### config.mk
export PLATFORM = sky130hd
export DESIGN_NAME = mc_main_ctrl
export DESIGN_NICKNAME = d
export VERILOG_FILES = /design/src/rtl/mc_ctrl_pkg.sv /design/src/rtl/mc_ctrl_outdec.sv /design/src/rtl/mc_main_ctrl.sv
export SDC_FILE = /design/constraint.sdc
export NUM_CORES = 1
export LEC_CHECK = 0
export ABC_AREA = 1
export CELL_PAD_IN_SITES_DETAIL_PLACEMENT = 1
export CELL_PAD_IN_SITES_GLOBAL_PLACEMENT = 1
export CORE_UTILIZATION = 35
export DETAILED_ROUTE_END_ITERATION = 16
export PLACE_DENSITY = 0.87
export SLEW_MARGIN = 0
export SYNTH_ARGS = -nofsm -noshare
export SYNTH_HDL_FRONTEND = slang
export SYNTH_HIERARCHICAL = 1
export SYNTH_SLANG_ARGS = --single-unit
export TNS_END_PERCENT = 1
### constraint.sdc
create_clock -name clk -period 2.1 [get_ports clk]
set_clock_uncertainty 0.1 [all_clocks]
set_input_delay 0.63 -clock clk [delete_from_list [all_inputs] [get_ports clk]]
set_output_delay 0.63 -clock clk [all_outputs]
set_load 0.05 [all_outputs]
### src/rtl/mc_ctrl_pkg.sv
// Shared encodings for the multicycle CPU main controller.
package mc_ctrl_pkg;

   typedef enum logic [3:0] {
      ST_F0   = 4'd0,
      ST_F1   = 4'd1,
      ST_DEC  = 4'd2,
      ST_MADR = 4'd3,
      ST_MRD  = 4'd4,
      ST_MWB  = 4'd5,
      ST_MWR  = 4'd6,
      ST_EXR  = 4'd7,
      ST_RWB  = 4'd8,
      ST_EXI  = 4'd9,
      ST_IWB  = 4'd10,
      ST_BR   = 4'd11,
      ST_JMP  = 4'd12
   } state_e;

   localparam logic [5:0] OP_RTYPE = 6'b000000;
   localparam logic [5:0] OP_LW    = 6'b100011;
   localparam logic [5:0] OP_SW    = 6'b101011;
   localparam logic [5:0] OP_ADDI  = 6'b001000;
   localparam logic [5:0] OP_BEQ   = 6'b000100;
   localparam logic [5:0] OP_J     = 6'b000010;

   localparam logic [1:0] ALUOP_ADD   = 2'b00;
   localparam logic [1:0] ALUOP_CMPEQ = 2'b01;
   localparam logic [1:0] ALUOP_FUNCT = 2'b10;

   localparam logic [1:0] SRCB_B      = 2'b00;
   localparam logic [1:0] SRCB_FOUR   = 2'b01;
   localparam logic [1:0] SRCB_IMM    = 2'b10;
   localparam logic [1:0] SRCB_IMM_SH = 2'b11;

   localparam logic [1:0] PCSRC_ALU    = 2'b00;
   localparam logic [1:0] PCSRC_ALUOUT = 2'b01;
   localparam logic [1:0] PCSRC_JUMP   = 2'b10;

   // Per-state Moore control word; ir_wr and the fetch pc_wr are handled in the top.
   typedef struct packed {
      logic       pc_wr;
      logic       pc_wr_cond;
      logic [1:0] pc_src;
      logic       iord;
      logic       mem_rd;
      logic       mem_wr;
      logic       a_wr;
      logic       b_wr;
      logic       alu_oe;
      logic [1:0] alu_op;
      logic       alu_src_a;
      logic [1:0] alu_src_b;
      logic       reg_wr;
      logic       reg_dst;
      logic       mem_to_reg;
   } ctrl_word_t;

endpackage

### src/rtl/mc_ctrl_outdec.sv
// Combinational map from controller state to its control word.
module mc_ctrl_outdec
   import mc_ctrl_pkg::*;
(
   input  state_e     state,
   output ctrl_word_t cw
);

   // Decode one state into the datapath controls it asserts; everything else stays 0.
   always_comb begin
      cw = '0;
      case (state)
         ST_F0: begin
            cw.mem_rd = 1'b1;
         end
         ST_F1: begin
            cw.mem_rd    = 1'b1;
            cw.alu_src_b = SRCB_FOUR;
            cw.alu_op    = ALUOP_ADD;
            cw.alu_oe    = 1'b1;
            cw.pc_src    = PCSRC_ALU;
         end
         ST_DEC: begin
            cw.a_wr      = 1'b1;
            cw.b_wr      = 1'b1;
            cw.alu_src_b = SRCB_IMM_SH;
            cw.alu_op    = ALUOP_ADD;
            cw.alu_oe    = 1'b1;
         end
         ST_MADR: begin
            cw.alu_src_a = 1'b1;
            cw.alu_src_b = SRCB_IMM;
            cw.alu_op    = ALUOP_ADD;
            cw.alu_oe    = 1'b1;
         end
         ST_MRD: begin
            cw.mem_rd = 1'b1;
            cw.iord   = 1'b1;
            cw.alu_oe = 1'b1;
         end
         ST_MWB: begin
            cw.reg_wr     = 1'b1;
            cw.mem_to_reg = 1'b1;
         end
         ST_MWR: begin
            cw.mem_wr = 1'b1;
            cw.iord   = 1'b1;
            cw.alu_oe = 1'b1;
         end
         ST_EXR: begin
            cw.alu_src_a = 1'b1;
            cw.alu_src_b = SRCB_B;
            cw.alu_op    = ALUOP_FUNCT;
            cw.alu_oe    = 1'b1;
         end
         ST_RWB: begin
            cw.reg_wr  = 1'b1;
            cw.reg_dst = 1'b1;
            cw.alu_oe  = 1'b1;
         end
         ST_EXI: begin
            cw.alu_src_a = 1'b1;
            cw.alu_src_b = SRCB_IMM;
            cw.alu_op    = ALUOP_ADD;
            cw.alu_oe    = 1'b1;
         end
         ST_IWB: begin
            cw.reg_wr = 1'b1;
            cw.alu_oe = 1'b1;
         end
         ST_BR: begin
            // alu_oe stays low so ALUOut still holds the target computed in DEC.
            cw.alu_src_a  = 1'b1;
            cw.alu_src_b  = SRCB_B;
            cw.alu_op     = ALUOP_CMPEQ;
            cw.pc_wr_cond = 1'b1;
            cw.pc_src     = PCSRC_ALUOUT;
         end
         ST_JMP: begin
            cw.pc_wr  = 1'b1;
            cw.pc_src = PCSRC_JUMP;
         end
         default: begin
            cw = '0;
         end
      endcase
   end

endmodule

### src/rtl/mc_main_ctrl.sv
// Main control FSM for the multicycle CPU: fetch, decode, execute, memory, write-back.
//
//   state | meaning
//   F0    | alu_oe low gap, memory read of PC issued
//   F1    | instruction fetch, PC+4; waits on mem_ready
//   DEC   | latch A/B, branch target into ALUOut, dispatch on opcode
//   MADR  | lw/sw address calculation
//   MRD   | data read; waits on mem_ready
//   MWB   | load write-back
//   MWR   | data write; waits on mem_ready
//   EXR   | R-type execute
//   RWB   | R-type write-back (rd)
//   EXI   | addi execute
//   IWB   | addi write-back (rt)
//   BR    | beq compare, conditional PC write
//   JMP   | jump, unconditional PC write
module mc_main_ctrl
   import mc_ctrl_pkg::*;
(
   input  logic       clk,
   input  logic       rst_n,
   input  logic [5:0] opcode,
   input  logic       mem_ready,
   output logic       ir_wr,
   output logic       pc_wr,
   output logic       pc_wr_cond,
   output logic [1:0] pc_src,
   output logic       iord,
   output logic       mem_rd,
   output logic       mem_wr,
   output logic       a_wr,
   output logic       b_wr,
   output logic       alu_oe,
   output logic [1:0] alu_op,
   output logic       alu_src_a,
   output logic [1:0] alu_src_b,
   output logic       reg_wr,
   output logic       reg_dst,
   output logic       mem_to_reg,
   output logic       instr_done,
   output logic       illegal_op
);

   state_e     state_q;
   state_e     state_nxt;
   ctrl_word_t cw_nxt;
   ctrl_word_t cw_q;
   logic       is_sw_q;
   logic       illegal_set;

   mc_ctrl_outdec u_outdec (
      .state (state_nxt),
      .cw    (cw_nxt)
   );

   // Next-state logic; opcode is only looked at in DEC.
   always_comb begin
      state_nxt   = state_q;
      illegal_set = 1'b0;
      case (state_q)
         ST_F0:   state_nxt = ST_F1;
         ST_F1:   state_nxt = mem_ready ? ST_DEC : ST_F1;
         ST_DEC: begin
            case (opcode)
               OP_RTYPE:     state_nxt = ST_EXR;
               OP_LW, OP_SW: state_nxt = ST_MADR;
               OP_ADDI:      state_nxt = ST_EXI;
               OP_BEQ:       state_nxt = ST_BR;
               OP_J:         state_nxt = ST_JMP;
               default: begin
                  state_nxt   = ST_F0;
                  illegal_set = 1'b1;
               end
            endcase
         end
         ST_MADR: state_nxt = is_sw_q ? ST_MWR : ST_MRD;
         ST_MRD:  state_nxt = mem_ready ? ST_MWB : ST_MRD;
         ST_MWB:  state_nxt = ST_F0;
         ST_MWR:  state_nxt = mem_ready ? ST_F0 : ST_MWR;
         ST_EXR:  state_nxt = ST_RWB;
         ST_RWB:  state_nxt = ST_F0;
         ST_EXI:  state_nxt = ST_IWB;
         ST_IWB:  state_nxt = ST_F0;
         ST_BR:   state_nxt = ST_F0;
         ST_JMP:  state_nxt = ST_F0;
         default: state_nxt = ST_F0;
      endcase
   end

   // State, registered control word, lw/sw memo and sticky illegal flag.
   always_ff @(posedge clk or negedge rst_n) begin
      if (!rst_n) begin
         state_q    <= ST_F0;
         cw_q       <= '0;
         is_sw_q    <= 1'b0;
         illegal_op <= 1'b0;
      end else begin
         state_q <= state_nxt;
         cw_q    <= cw_nxt;
         // MADR needs to know lw vs sw after opcode is no longer guaranteed.
         if (state_q == ST_DEC) begin
            is_sw_q <= (opcode == OP_SW);
         end
         if (illegal_set) begin
            illegal_op <= 1'b1;
         end
      end
   end

   // Drive outputs from the registered word; fetch completion strobes follow mem_ready.
   always_comb begin
      ir_wr      = (state_q == ST_F1) && mem_ready;
      pc_wr      = cw_q.pc_wr | ((state_q == ST_F1) && mem_ready);
      pc_wr_cond = cw_q.pc_wr_cond;
      pc_src     = cw_q.pc_src;
      iord       = cw_q.iord;
      mem_rd     = cw_q.mem_rd;
      mem_wr     = cw_q.mem_wr;
      a_wr       = cw_q.a_wr;
      b_wr       = cw_q.b_wr;
      alu_oe     = cw_q.alu_oe;
      alu_op     = cw_q.alu_op;
      alu_src_a  = cw_q.alu_src_a;
      alu_src_b  = cw_q.alu_src_b;
      reg_wr     = cw_q.reg_wr;
      reg_dst    = cw_q.reg_dst;
      mem_to_reg = cw_q.mem_to_reg;
      // Retire whenever we are heading back to F0, except the illegal-opcode bounce from DEC.
      instr_done = (state_nxt == ST_F0) && (state_q != ST_DEC);
   end

endmodule

==> impl_metrics.yaml, run 1 <==
detailed_routing:
  detail_route.wl_per_cell_um: 13.5
  viasPerCell: 4.66
  firstDrtPassIters: 4
  initialDrtViolationCount: 29
  drc: 0
  drt.antenna.violating_nets: 0
  vias: 1099
  finalWirelength_um: 3190
cts:
  cts_buffer_depth: 2
  ctsHoldBuffers: 0
  clkLatencyLatePin_ps: 310
  cts_tree: "done"
  clockRootBuffer: "clkbuf_4"
  numClockSinks: 24
  clk_pin_slew_ps: 120
  htree_levels: 1
  cts_buffers: 3
final_layout:
  fin_area_sq_um: 1750
  layout_common_cells: "buf_4, nand2_1, dfrtp_1"
  antenna_cells: 0
  drive_above_1_share_pct: 52.1
  regMostFlops: "state_q"
  fin_util_pct: 56.4
  areaGrowthSynthToFinish_pct: 49.2
  final_common_cell: "buf_4"
  largest_reg_flops: 4
  layout.nets: 202
placement:
  portBuffers: 29
  hpwl_um: 2300
  place_ws_ps: -658
  globalplace.congestion: 0.803
  placed_area_sq_um: 1570
setup_path:
  reg2reg_to: "mem_rd"
  crit_required_ps: 1370
  worstSetupPathType: "input pin to output pin"
  cp_max_fo: 3
  critical_path_arrival_ps: 1720
  crit_path_end_kind: "output pin"
  timing.rr.start: "state_q[1]"
  cp-start-kind: "input pin"
  r2r.worst_path.cells: 16
  r2r_slack_ps: -120
synthesis:
  synthXorXnorAreaFrac_pct: 0
  synth_cell_types: 21
  yosysSeqAreaShare_pct: 51.2
  netlist_instances: 146
  synth-simple-area-share_pct: 33.0
  ys_ff_latch: 24
  synth_compound_area_share_pct: 3.95
  synth-warning-count: 6
  synth.avg_cell_area_sq_um: 8.03
  yosys-mux-area-fraction_pct: 0
  synth_fp_nets: 155
  synth_top_family_by_area: "simple AND/OR/NAND/NOR gates"
  yosys.area_share.adder_pct: 0
  synth_area_sq_um: 1170
worst_hold_path:
  hp-class: "flip-flop to flip-flop"
  hold_path_end: "illegal_op"
  hold_start: "illegal_op"
  hold_depth: 2
grt:
  antenna_found_initial: 0
  grt_pass1_wl_um: 5090
  overflow: 0
  grt_use_total_pct: 19.1
  grt_max_degree: 25
  grt_pass1_vias: 1159
timing:
  rsz0062_at_grt: "yes"
  setup_slack_ps: -347
  tightest_slew_ps: 298
  setup_viol: 17
  period_needed_ps: 2450
  hold_ws_ps: 396
  max_freq_mhz: 409
  finalMaxSlewViolations: 0
  hold_violations: 0
  min_period_over_period_pct: 117
  timing.slew.headroom_pct: 80.1
floorplan:
  io_pins: 30
  die_h_um: 59.9
  placementRows: 20
  coreArea_sq_um: 3100
  die_area_sq_um: 3590
  die_w_um: 59.9
  start_util_pct: 37.8
power_and_ir_drop:
  p_clk_share_pct: 11.7
  p_sw_mw: 1.36
  p_leak_nw: 0.902
  p_total_mw: 2.82
  sw_frac_of_total_pct: 48.2
  intPower_mw: 1.46
  power_density_nw_per_um2: 1610
  p_comb_share_pct: 64.5
  pwr-share-seq_pct: 23.8
  ir_drop_mv: 0.739
run_status:
  status: "finished with violations"
  violations: "setup timing"
job:
  max_cap_viol_count: 0
## power by group through the flow
stage | clock [mW] | sequential, mW | combinational (mW)
after floorplan | 0 | 0.864 | 0.839
after detailed placement | 0 | 0.661 | 1.58
final | 0.329 | 0.672 | 1.82
after global routing | 0.354 | 0.682 | 1.93
after global placement | 0 | 0.654 | 1.53
after CTS | 0.339 | 0.663 | 1.66
## timing repair
| item | in CTS | in global routing |
|---|---|---|
| endpoints found under the setup margin | 21 | 21 |
| setup buffers | 5 | 2 |
| pin swaps | 5 | 9 |
| gates resized for setup | 23 | 30 |
| endpoints found under the hold margin | 0 | 0 |
## how the worst max path moves through the flow
stage          startpoint    endpoint  slack [ps]  depth (start not counted)
2_1_floorplan   opcode[0]  instr_done        -110                          7
3_3_place_gp    mem_ready  instr_done        -590                          8
3_5_place_dp    opcode[3]  instr_done        -660                          8
4_1_cts        state_q[2]  instr_done        -350                          8
5_1_grt         opcode[3]  instr_done        -410                          8
6_report        opcode[3]  instr_done        -350                          8
## final cells by class
class | instances | area (sq um)
multi-input cells | 93 | 537
clock buffers | 3 | 22.5
inverters | 21 | 78.8
well taps | 44 | 55.1
repair buffers | 50 | 420
flip-flops and latches | 24 | 606
clock inverters | 1 | 30.0
fillers | 389 | 1350
## per-stage QoR
step	TNS (ps)	instances
2_1_floorplan	-175	146
3_3_place_gp	-8020	225
3_5_place_dp	-9870	225
4_1_cts	-2370	234
5_1_grt	-2600	236
6_report	-1410	236
## cell families after synthesis
| kind of cell | Yosys count |
|---|---|
| AOI/OAI and AO/OA | 8 |
| buffers and inverters | 29 |
| and+or+nand+nor | 85 |
| DFF | 24 |
## synth_stat cells
cell,number,share of area (%)
or2_2,2,1.1
inv_2,7,2.2
a21oi_1,2,0.85
nor2_2,4,2.1
nand3_1,11,4.7
buf_4,8,5.1
o31ai_1,1,0.64
inv_1,14,4.5
a21oi_2,1,0.75
nand2_2,3,1.6
nor3_1,2,0.85
nand4_1,2,1.1
nor3_2,1,0.85
o21ai_0,1,0.43
nand2_1,33,11
o21ai_1,3,1.3
nor2_1,24,7.7
nand2_4,1,0.96
nand3_2,1,0.85
dfrtp_1,24,51
nand3b_1,1,0.64
## routing by layer
metal | vias up | routed length, um | global-route usage, %
met5 | - | 0 | 0
met4 | 0 | 33 | 5.65
met3 | 4 | 85 | 3.68
met2 | 29 | 1810 | 37.1
met1 | 527 | 1270 | 20.5
li1 | 539 | - | -
## critical path, stage by stage
cell,delay (ps)
dlygate4sd2_1,250
inv_2,60
nand3_1,80
nand2_1,80
nand2_2,130
nand3_4,90
nor3_4,230
buf_12,160
No activity file was read; power rests on OpenSTA's default activity.
==> run 2: changes to the inputs <==
--- a/config.mk
+++ b/config.mk
@@ -8,10 +8,11 @@
 export ABC_AREA = 1
 export CELL_PAD_IN_SITES_DETAIL_PLACEMENT = 1
 export CELL_PAD_IN_SITES_GLOBAL_PLACEMENT = 1
+export CORE_MARGIN = 3
 export CORE_UTILIZATION = 35
 export DETAILED_ROUTE_END_ITERATION = 16
+export GPL_TIMING_DRIVEN = 0
 export PLACE_DENSITY = 0.87
-export SLEW_MARGIN = 0
 export SYNTH_ARGS = -nofsm -noshare
 export SYNTH_HDL_FRONTEND = slang
 export SYNTH_HIERARCHICAL = 1
==> impl_metrics.yaml, run 2 (same netlist as run 1, synthesis figures left out) <==
final_layout:
  layoutNonFillerInstCount: 226
  fin_area_sq_um: 1630
  drive_above_1_share_pct: 37.9
  areaGrowthSynthToFinish_pct: 39.3
  final_common_cell: "nand2_1"
  layout_common_cells: "nand2_1, nor2_1, dfrtp_1"
  layout.nets: 192
  fin_util_pct: 52.2
  fillCellCount: 388
  regMostFlops: "state_q"
  largest_reg_flops: 4
  antenna_cells: 0
cts:
  cts_buffer_depth: 2
  numClockSinks: 24
  clk_pin_slew_ps: 130
  cts_tree: "done"
  clockRootBuffer: "clkbuf_4"
  clkLatencyLatePin_ps: 320
  ctsHoldBuffers: 0
  htree_levels: 1
  cts_buffers: 3
job:
  max_cap_viol_count: 0
floorplan:
  die_w_um: 63.9
  start_util_pct: 37.5
  placementRows: 20
  io_pins: 30
  coreArea_sq_um: 3130
  die_area_sq_um: 4080
  die_h_um: 63.9
timing:
  tightest_slew_ps: 1050
  max_freq_mhz: 407
  hold_violations: 0
  rsz0062_at_grt: "yes"
  timing.slew.headroom_pct: 29.9
  setup_viol: 16
  finalMaxSlewViolations: 0
  min_period_over_period_pct: 117
  setup_slack_ps: -358
  period_needed_ps: 2460
worst_hold_path:
  hold_depth: 2
  hp-class: "flip-flop to flip-flop"
  hold_start: "illegal_op"
  hold_path_end: "illegal_op"
detailed_routing:
  initialDrtViolationCount: 29
  detail_route.wl_per_cell_um: 15.1
  firstDrtPassIters: 4
  vias: 1082
  drc: 0
  viasPerCell: 4.79
  finalWirelength_um: 3410
  drt.antenna.violating_nets: 0
setup_path:
  worstSetupPathType: "input pin to output pin"
  crit_required_ps: 1370
  max_stage_delay_ps: 240
  cp-start-kind: "input pin"
  crit_slowest_cell: "clkdlybuf4s15_1"
  reg2reg_to: "pc_wr_cond"
  crit_path_end_kind: "output pin"
  timing.rr.start: "state_q[1]"
  critical_path_arrival_ps: 1730
  path_cells: "clkdlybuf4s15_1 -> nor2_2 -> nand2_1 -> nor2_4 -> nand2_2 -> nand3_4 -> nor3_4 -> buf_6"
  r2r.worst_path.cells: 7
  cp_max_fo: 4
  r2r_slack_ps: 190
grt:
  antenna_found_initial: 0
  grt_pass1_vias: 1253
  overflow: 0
  grt_max_degree: 25
  grt_pass1_wl_um: 5750
  grt_use_total_pct: 18.0
placement:
  hpwl_um: 2420
  dp.cells: 219
  place_ws_ps: -1330
  portBuffers: 29
  placed_area_sq_um: 1550
  globalplace.congestion: 0.849
power_and_ir_drop:
  power_density_nw_per_um2: 1510
  ir_drop_mv: 0.709
  p_leak_nw: 0.870
run_status:
  status: "finished with violations"
  violations: "setup timing"
-- run 2: cell count changes in the layout (fill, tap and decap cells not counted), moves of 2 or more --
cell / change
buf_12: -2
buf_4: -20
clkbuf_2: -2
clkdlybuf4s15_2: +2
dlygate4sd2_1: +14
inv_1: +2
inv_2: -2
nand2_1: +4
nand2_2: -3
-- run 2: metrics by stage --
stage / TNS (ps) / hold WS [ps] / power [mW]
detailed placement: -16160 / 359 / 2.12
CTS: -776 / 392 / 2.44
floorplan: -175 / 234 / 1.70
finish: -1270 / 391 / 2.47
global placement: -11910 / 353 / 2.07
global route: -3650 / 422 / 2.63
-- run 2: worst max-delay path by stage --
| stage | startpoint | depth (start not counted) | endpoint |
|---|---|---|---|
| 3_3_place_gp | opcode[0] | 8 | instr_done |
| 2_1_floorplan | opcode[0] | 7 | instr_done |
| 6_report | opcode[1] | 8 | instr_done |
| 3_5_place_dp | opcode[0] | 8 | instr_done |
| 4_1_cts | state_q[1] | 8 | instr_done |
| 5_1_grt | opcode[1] | 8 | instr_done |
-- run 2: what timing repair did --
item                                    4_1_cts  5_1_grt
gates resized for setup                      64        9
endpoints found under the setup margin       40       21
endpoints found under the hold margin         0        0
pin swaps                                    11        3
buffers inserted                              3        0
-- run 2: critical path, delay by kind of cell --
kind | cells | cell delay [ps]
buffers and inverters | 2 | 380
and+or+nand+nor | 6 | 710
-- run 2: cell type report --
type / instances / area, sq um / area share [%]
multi-input combinational: 93 / 517 / 31.6
sequential: 24 / 606 / 37.1
tap: 44 / 55.1 / 3.37
clock buffer: 4 / 36.3 / 2.22
buffer: 8 / 60.1 / 3.68
inverter: 21 / 78.8 / 4.83
timing repair buffer: 32 / 280 / 17.2
-- run 2: power breakdown --
group	switching, mW	internal [mW]	leakage [nW]
Combinational	1.08	0.474	0.539
Clock	0.139	0.106	0.0210
Sequential	0.0861	0.587	0.310
Total	1.31	1.17	0.870
-- run 2: metal layers --
layer / global-route usage, % / wire (um)
met1: 18.9 / 1370
met2: 34.5 / 1910
met3: 2.46 / 65
met4: 9.16 / 59
met5: 0 / 0
